--- src/rtl/mac_input_ctrl.sv ---
// Operator-entry sequencer: latches A then B from the switches on next_pulse and offers them to the MAC.
// Outputs registered, 1-cycle reaction; operands held while mac_ready is low, entry stalls at MAX_OPS until clr_pulse.
module mac_input_ctrl #(
    parameter int  DATA_W  = 8,
    parameter int  MAX_OPS = 16,
    localparam int CNT_W   = $clog2(MAX_OPS + 1)
) (
    input  logic              clk,
    input  logic              rst,
    input  logic              next_pulse,
    input  logic              clr_pulse,
    input  logic [DATA_W-1:0] sw,
    input  logic              mac_ready,
    output logic [DATA_W-1:0] mac_a,
    output logic [DATA_W-1:0] mac_b,
    output logic              mac_valid,
    output logic              mac_clr,
    output logic [CNT_W-1:0]  op_count,
    output logic [2:0]        state_o
);

    typedef enum logic [2:0] {
        S_CAP_A = 3'd0,
        S_CAP_B = 3'd1,
        S_ISSUE = 3'd2,
        S_CLEAR = 3'd3,
        S_FULL  = 3'd4
    } state_t;

    localparam logic [CNT_W-1:0] MAX_CNT = CNT_W'(MAX_OPS);

    state_t            r_state;
    logic [DATA_W-1:0] r_a;
    logic [DATA_W-1:0] r_b;
    logic              r_valid;
    logic              r_clr;
    logic [CNT_W-1:0]  r_cnt;
    logic [CNT_W-1:0]  w_cnt_inc;
    logic              w_hs;

    assign w_cnt_inc = r_cnt + CNT_W'(1);
    assign w_hs      = r_valid && mac_ready;

    always_ff @(posedge clk) begin
        if (rst) begin
            r_state <= S_CAP_A;
            r_a     <= '0;
            r_b     <= '0;
            r_valid <= 1'b0;
            r_clr   <= 1'b0;
            r_cnt   <= '0;
        end else begin
            r_clr <= 1'b0;
            // Clear overrides everything, including a handshake completing this cycle.
            if (clr_pulse) begin
                r_state <= S_CLEAR;
                r_clr   <= 1'b1;
                r_valid <= 1'b0;
                r_cnt   <= '0;
                r_a     <= '0;
                r_b     <= '0;
            end else begin
                unique case (r_state)
                    S_CAP_A: begin
                        if (next_pulse) begin
                            r_a     <= sw;
                            r_state <= S_CAP_B;
                        end
                    end
                    S_CAP_B: begin
                        if (next_pulse) begin
                            r_b     <= sw;
                            r_valid <= 1'b1;
                            r_state <= S_ISSUE;
                        end
                    end
                    S_ISSUE: begin
                        if (w_hs) begin
                            r_valid <= 1'b0;
                            r_cnt   <= w_cnt_inc;
                            r_state <= (w_cnt_inc == MAX_CNT) ? S_FULL : S_CAP_A;
                        end
                    end
                    S_CLEAR: r_state <= S_CAP_A;
                    S_FULL:  r_state <= S_FULL;
                    default: r_state <= S_CAP_A;
                endcase
            end
        end
    end

    assign mac_a     = r_a;
    assign mac_b     = r_b;
    assign mac_valid = r_valid;
    assign mac_clr   = r_clr;
    assign op_count  = r_cnt;
    assign state_o   = r_state;

endmodule

--- config.mk ---
export PLATFORM = sky130hd
export DESIGN_NAME = mac_input_ctrl
export DESIGN_NICKNAME = d
export VERILOG_FILES = /design/src/rtl/mac_input_ctrl.sv
export SDC_FILE = /design/constraint.sdc
export NUM_CORES = 1
export LEC_CHECK = 0
export BUFFER_PORTS_ARGS = -buffer_cell sky130_fd_sc_hd__clkbuf_2
export CORE_MARGIN = 1
export CORE_UTILIZATION = 51
export DETAILED_ROUTE_END_ITERATION = 12
export MAX_ROUTING_LAYER = met4
export PLACE_DENSITY = 0.86
export SYNTH_ARGS = -nofsm -noshare
export SYNTH_HDL_FRONTEND = slang
export SYNTH_SLANG_ARGS = --single-unit
--- constraint.sdc ---
create_clock -name clk -period 2.7 [get_ports clk]
set_input_delay 0.135 -clock clk [delete_from_list [all_inputs] [get_ports clk]]
set_output_delay 0.135 -clock clk [all_outputs]
set_load 0.01 [all_outputs]
* Word level (Yosys, flattened, before mapping)
Cells that the tools add are included.
** Cells by class
- Bitwise gates (word level) :: 0
- Multiplexer cells :: 10
- $lt $le $gt $ge :: 0
- Div/mod/pow operators :: 0
- Equal/unequal tests :: 10
- Shifts and indexed selects :: 0
- Reductions and logical operators :: 10
- Add/subtract/negate cells :: 1
- Multipliers :: 0
** Operators by type and width (number)
- two-way mux 3 bit :: 4
- one-hot mux 3 bit (4 select lines) :: 1
- inequality test 3 bit (second input constant) :: 3
- AND reduction 3 bit :: 3
- inequality test 2 bit (second input constant) :: 3
- AND reduction 2 bit :: 3
- adder 5 x 1 -> 5 bit (second input constant) :: 1
- == test 5 bit (second input constant) :: 1
- == test 3 x 1 -> 1 bit (second input constant) :: 1
- == test 3 x 2 -> 1 bit (second input constant) :: 1
- == test 3 bit (second input constant) :: 1
- logical NOT 3 bit :: 1
- two-way mux 1 bit :: 3
- two-way mux 2 bit :: 1
- one-hot mux 1 bit (2 select lines) :: 1
- nonzero test 2 bit :: 1
- OR reduction 2 bit :: 1
- logical AND 1 bit :: 1
** Word-level totals
- Register bits after elaboration :: 26
- Memory bits (read-only) :: 0
- Memory bits (writable) :: 0
- Latch bits :: 0
- Memories :: 0
- Output and inout bits :: 26
- Bits of input ports :: 13

* Longest topological paths before layout
- Word-level depth :: 6
- Depth in mapped cells :: 6
- Gate-level depth less buffers :: 5

* Least setup slack after synthesis
OpenSTA, ideal clock, no wires.
- Path type :: flip-flop to flip-flop
- Start :: reg r_state[1], in the netlist state_o[1]
- End :: reg r_cnt[3], in the netlist op_count[3]
- Setup slack :: 1.258 ns
- Arrival time :: 1.314 ns
- Cell stages (with the launch flop) :: 6
- Data required time :: 2.572 ns
- Path through :: dfxtp_1 > or3b_1 > buf_6 > nor3_4 > xnor2_1 > nor2_2
** Between the ends
- Cells in the longest elaborated chain, start to end :: 2
** Ends and longest elaborated chain
- start, declared :: line 32 : state_t r_state;
- start signal, assigned :: line 81 : r_state <= (w_cnt_inc == MAX_CNT) ? S_FULL : S_CAP_A;
- == test 3 x 2 -> 1 bit :: line 63 : unique case (r_state)
- AND reduction 2 bit (no line)
- end signal, assigned :: line 80 : r_cnt <= w_cnt_inc;
- end, declared :: line 37 : logic [CNT_W-1:0] r_cnt;
Every way passes these cells.
A chain may end at the register's enable or synchronous reset.

* Worst setup path after layout
- Start :: reg r_state[1], in the netlist state_o[1]
- End :: reg r_state[2], in the netlist state_o[2]
** Between the ends
- Cells in the longest elaborated chain, start to end :: 3
- Elaborated cells between the ends (all ways) :: 9
- Classes of those cells :: eq/ne (6); mux (1); reduce/logical (2)
** Ends and longest elaborated chain (line)
- == test 3 x 2 -> 1 bit, or another cell as far along :: 63
- inequality test 2 bit (no line)
- AND reduction 3 bit (no line)
Parallel ways exist; a longest one is shown, timed or not.

==> results.md <==
- Slack of the critical path: between 1 and 1.5 ns
- Internal: ~0.5 mW
- Maximum number of pins on one net before global-route repair: 25
- Max Used Layer: met4
- Worst slack, placed: ~1.1 ns
- Clock Latency Late Sink: 0.32 ns
- Minimum clock period after layout: ~1.6 ns
- Clock Path Buffers: 2
- Setup crit start kind: flip-flop
- Critical path endpoint category: flip-flop
- Slew @ Worst Pin: roughly 0.76 ns
- Commonest non-fill, non-tap cell in the layout: clkbuf_2
- Area of the multi-input gates: 533 sq um
- Hold Crit Class: primary input to flip-flop
- Pwr/cell area: between 500 and 600 mW/mm^2
- IO Port Bufs: 38
- Fmax: 631 MHz
- Sequential share of the synthesized area: roughly 48%
- Initial Util: 55.2%
- Yosys reg bits: 26
- Max incr delay on CP: approximately 0.56 ns
- WL final: approximately 2400 um
- Synth cell types: 25
- WL met1: 1060 um
- Die area: 0.00234 sq mm
- Routed Antenna Nets: 0
- Ant diodes: 0
- Mapped Cells: 128
- DR vias: 998
- TritonCTS clock tree: built
- NumNets Final: 180
- Psw: roughly 0.17 mW
- Top-area cell type share of the netlist area: 47.5%
- Vias in the first global route: 840
- Worst Path Buf+Inv: 0
- CTS Hold Bufs: 0
- Height of the die: between 40 and 50 um
- WS Path Type: flip-flop to flip-flop
- Final std cells w/o fill: roughly 190
- Clock Pin Slew Worst Setup and Hold Paths: 0.12 ns
- Initial DRT Pass Iterations: 4
- Sequential group share of total power: approximately 60%
- Commonest cells after routing, fill and taps aside: 38 x clkbuf_2, 34 x nand2_1, 26 x dfxtp_1, 21 x a21oi_1, 7 x nor2_1
- Cell taking the most area after synthesis: dfxtp_1
- Remaining DRCs: 0
- CTS root buffer: clkbuf_4
- Part of the cycle the worst path needs: approximately three fifths
- CTS buffer count: 3
- First-pass GRT wire length: 3910 um
- Drt first-iter violations: 23
- Crit path arrival time: about 1.8 ns
- Clock skew: about 0.014 ns
- Post-CTS Setup Bufs: 0
- Normalized max-slew margin: between 40% and 50%
- Vias per std cell: between 5 and 6
- Setup TNS: 0 ns
- Gr ovfl total: 0
- Metal2 WL: 1200 um
- Dpl cells: 187
- Storage cell area: around 520 sq um
- Ys Warns: 0
- Clock power frac: about 29%
- Crit path max-delay family: simple AND/OR/NAND/NOR gates
- Clock Sink Count: 26
- Crit-path slowest cell: or3b_1
- Worst Path Required: ~3 ns
- Layout cells sized above 1: 31.7%
- # fillers: 156
- Mapped Area: roughly 0.0011 sq mm
- IO Count: 39
- Met3 wire length: about 110 um
- P&R area growth vs syn: 20.3%
- Syn nets: about 140
- Mean Syn Cell Area: around 8.6 sq um
- Comb pwr share: 10.5%
- DP Wirelength: approximately 1800 um
- Run status: completed
- Core area: just under 0.002 sq mm
- RSZ-0062 raised after global routing: no
- Initial antenna violation count: 0
- Die Span X: 48.3 um
- Htree depth: 1
- Final-report setup violation count: 0
- MaxCap Viol Count: 0
- Crit-path cells: or3b_1 > nor3_2 > nand4_1 > o21ai_1
- Row count: 16
- Tot GR Track Use: between 20% and 30%
- RePlAce Congestion: 0.772
- Resize count post-CTS: 0
- Worst Path Max Fanout: 7
- Hold Fails Final Rpt: 0
- P_leak: between 0.5 and 0.6 nW
- Max-slew violation count: 0
- Synth top area cells: dfxtp_1 48%, nand2_1 12%, a21oi_1 9.6%
- Peak VDD IR: about 0.00032 V
- Switch share: around 25%
- Avg WL per Cell: roughly 13 um
## layout make-up
| class | instances | area share, % |
|---|---|---|
| repair buffers | 38 | 14.4 |
| well taps | 27 | 2.56 |
| clock buffers | 4 | 2.75 |
| multi-input cells | 95 | 40.5 |
| flip-flops and latches | 26 | 39.5 |
| inverters | 1 | 0.285 |
## routing by layer
metal	up-vias	GRT usage, %
met5	-	-
met4	0	6.86
met3	6	3.46
met2	36	35.9
met1	461	28.4
li1	495	-
## power groups by stage
| stage | clock network (mW) | logic [mW] | registers [mW] |
|---|---|---|---|
| after floorplan | 0 | 0.0439 | 0.410 |
| after CTS | 0.199 | 0.0693 | 0.401 |
| after global routing | 0.210 | 0.0768 | 0.403 |
| after global placement | 0 | 0.0671 | 0.408 |
| final | 0.194 | 0.0701 | 0.401 |
| after detailed placement | 0 | 0.0689 | 0.409 |
## stage by stage
step | hold WS, ns | utilization [%] | instance area (sq um) | power, mW
floorplan | 0.207 | - | 1090 | 0.454
global placement | 0.346 | 64.6 | 1280 | 0.475
detailed placement | 0.350 | 64.6 | 1280 | 0.478
CTS | 0.00270 | 66.5 | 1320 | 0.669
global route | 0.00808 | 66.5 | 1320 | 0.690
finish | 0.0158 | 66.5 | 1320 | 0.665
## final timing paths
check,start,slack (ns),endpoint,cells after the start
max,state_o[1]$_SDFFE_PP0P_,1.11,state_o[2]$_SDFFE_PP0P_,4
min,rst,0.02,state_o[0]$_SDFFE_PP0P_,2
max reg2reg,state_o[1]$_SDFFE_PP0P_,1.11,state_o[2]$_SDFFE_PP0P_,4
min reg2reg,mac_a[6]$_SDFFE_PP0P_,0.47,mac_a[6]$_SDFFE_PP0P_,2
## Yosys cell counts
library cell,instances
nor3_4,2
nand4_1,1
nor2b_1,1
nor3_2,2
o21ai_0,1
clkbuf_1,4
nor3_1,2
a21oi_1,21
o21ai_1,1
xor2_1,3
ha_1,2
and3_1,1
xnor2_1,5
inv_1,1
or3b_1,1
nand3_1,3
or4b_1,1
nor2_1,7
nor4b_2,1
buf_6,2
dfxtp_1,26
nand2_1,34
nor2_2,4
nand3b_1,1
or2_2,1
## logic make-up (layout without fill, tap and decap cells)
logic type | after synthesis | in the layout | synth area share, %
DFF | 26 | 26 | 47.5
buffers and inverters | 7 | 43 | 3.77
and+or+nand+nor | 62 | 62 | 29.5
adders and majority gates | 2 | 2 | 2.29
AOI/OAI and AO/OA | 23 | 23 | 10.5
xor gates and xnor gates | 8 | 8 | 6.40
## registers in the layout, indices dropped and copies added (netlist names)
signal / cells
mac_a: 8
mac_valid: 1
state_o: 3
op_count: 5
mac_clr: 1
mac_b: 8
No activity file was read; power rests on OpenSTA's default activity.
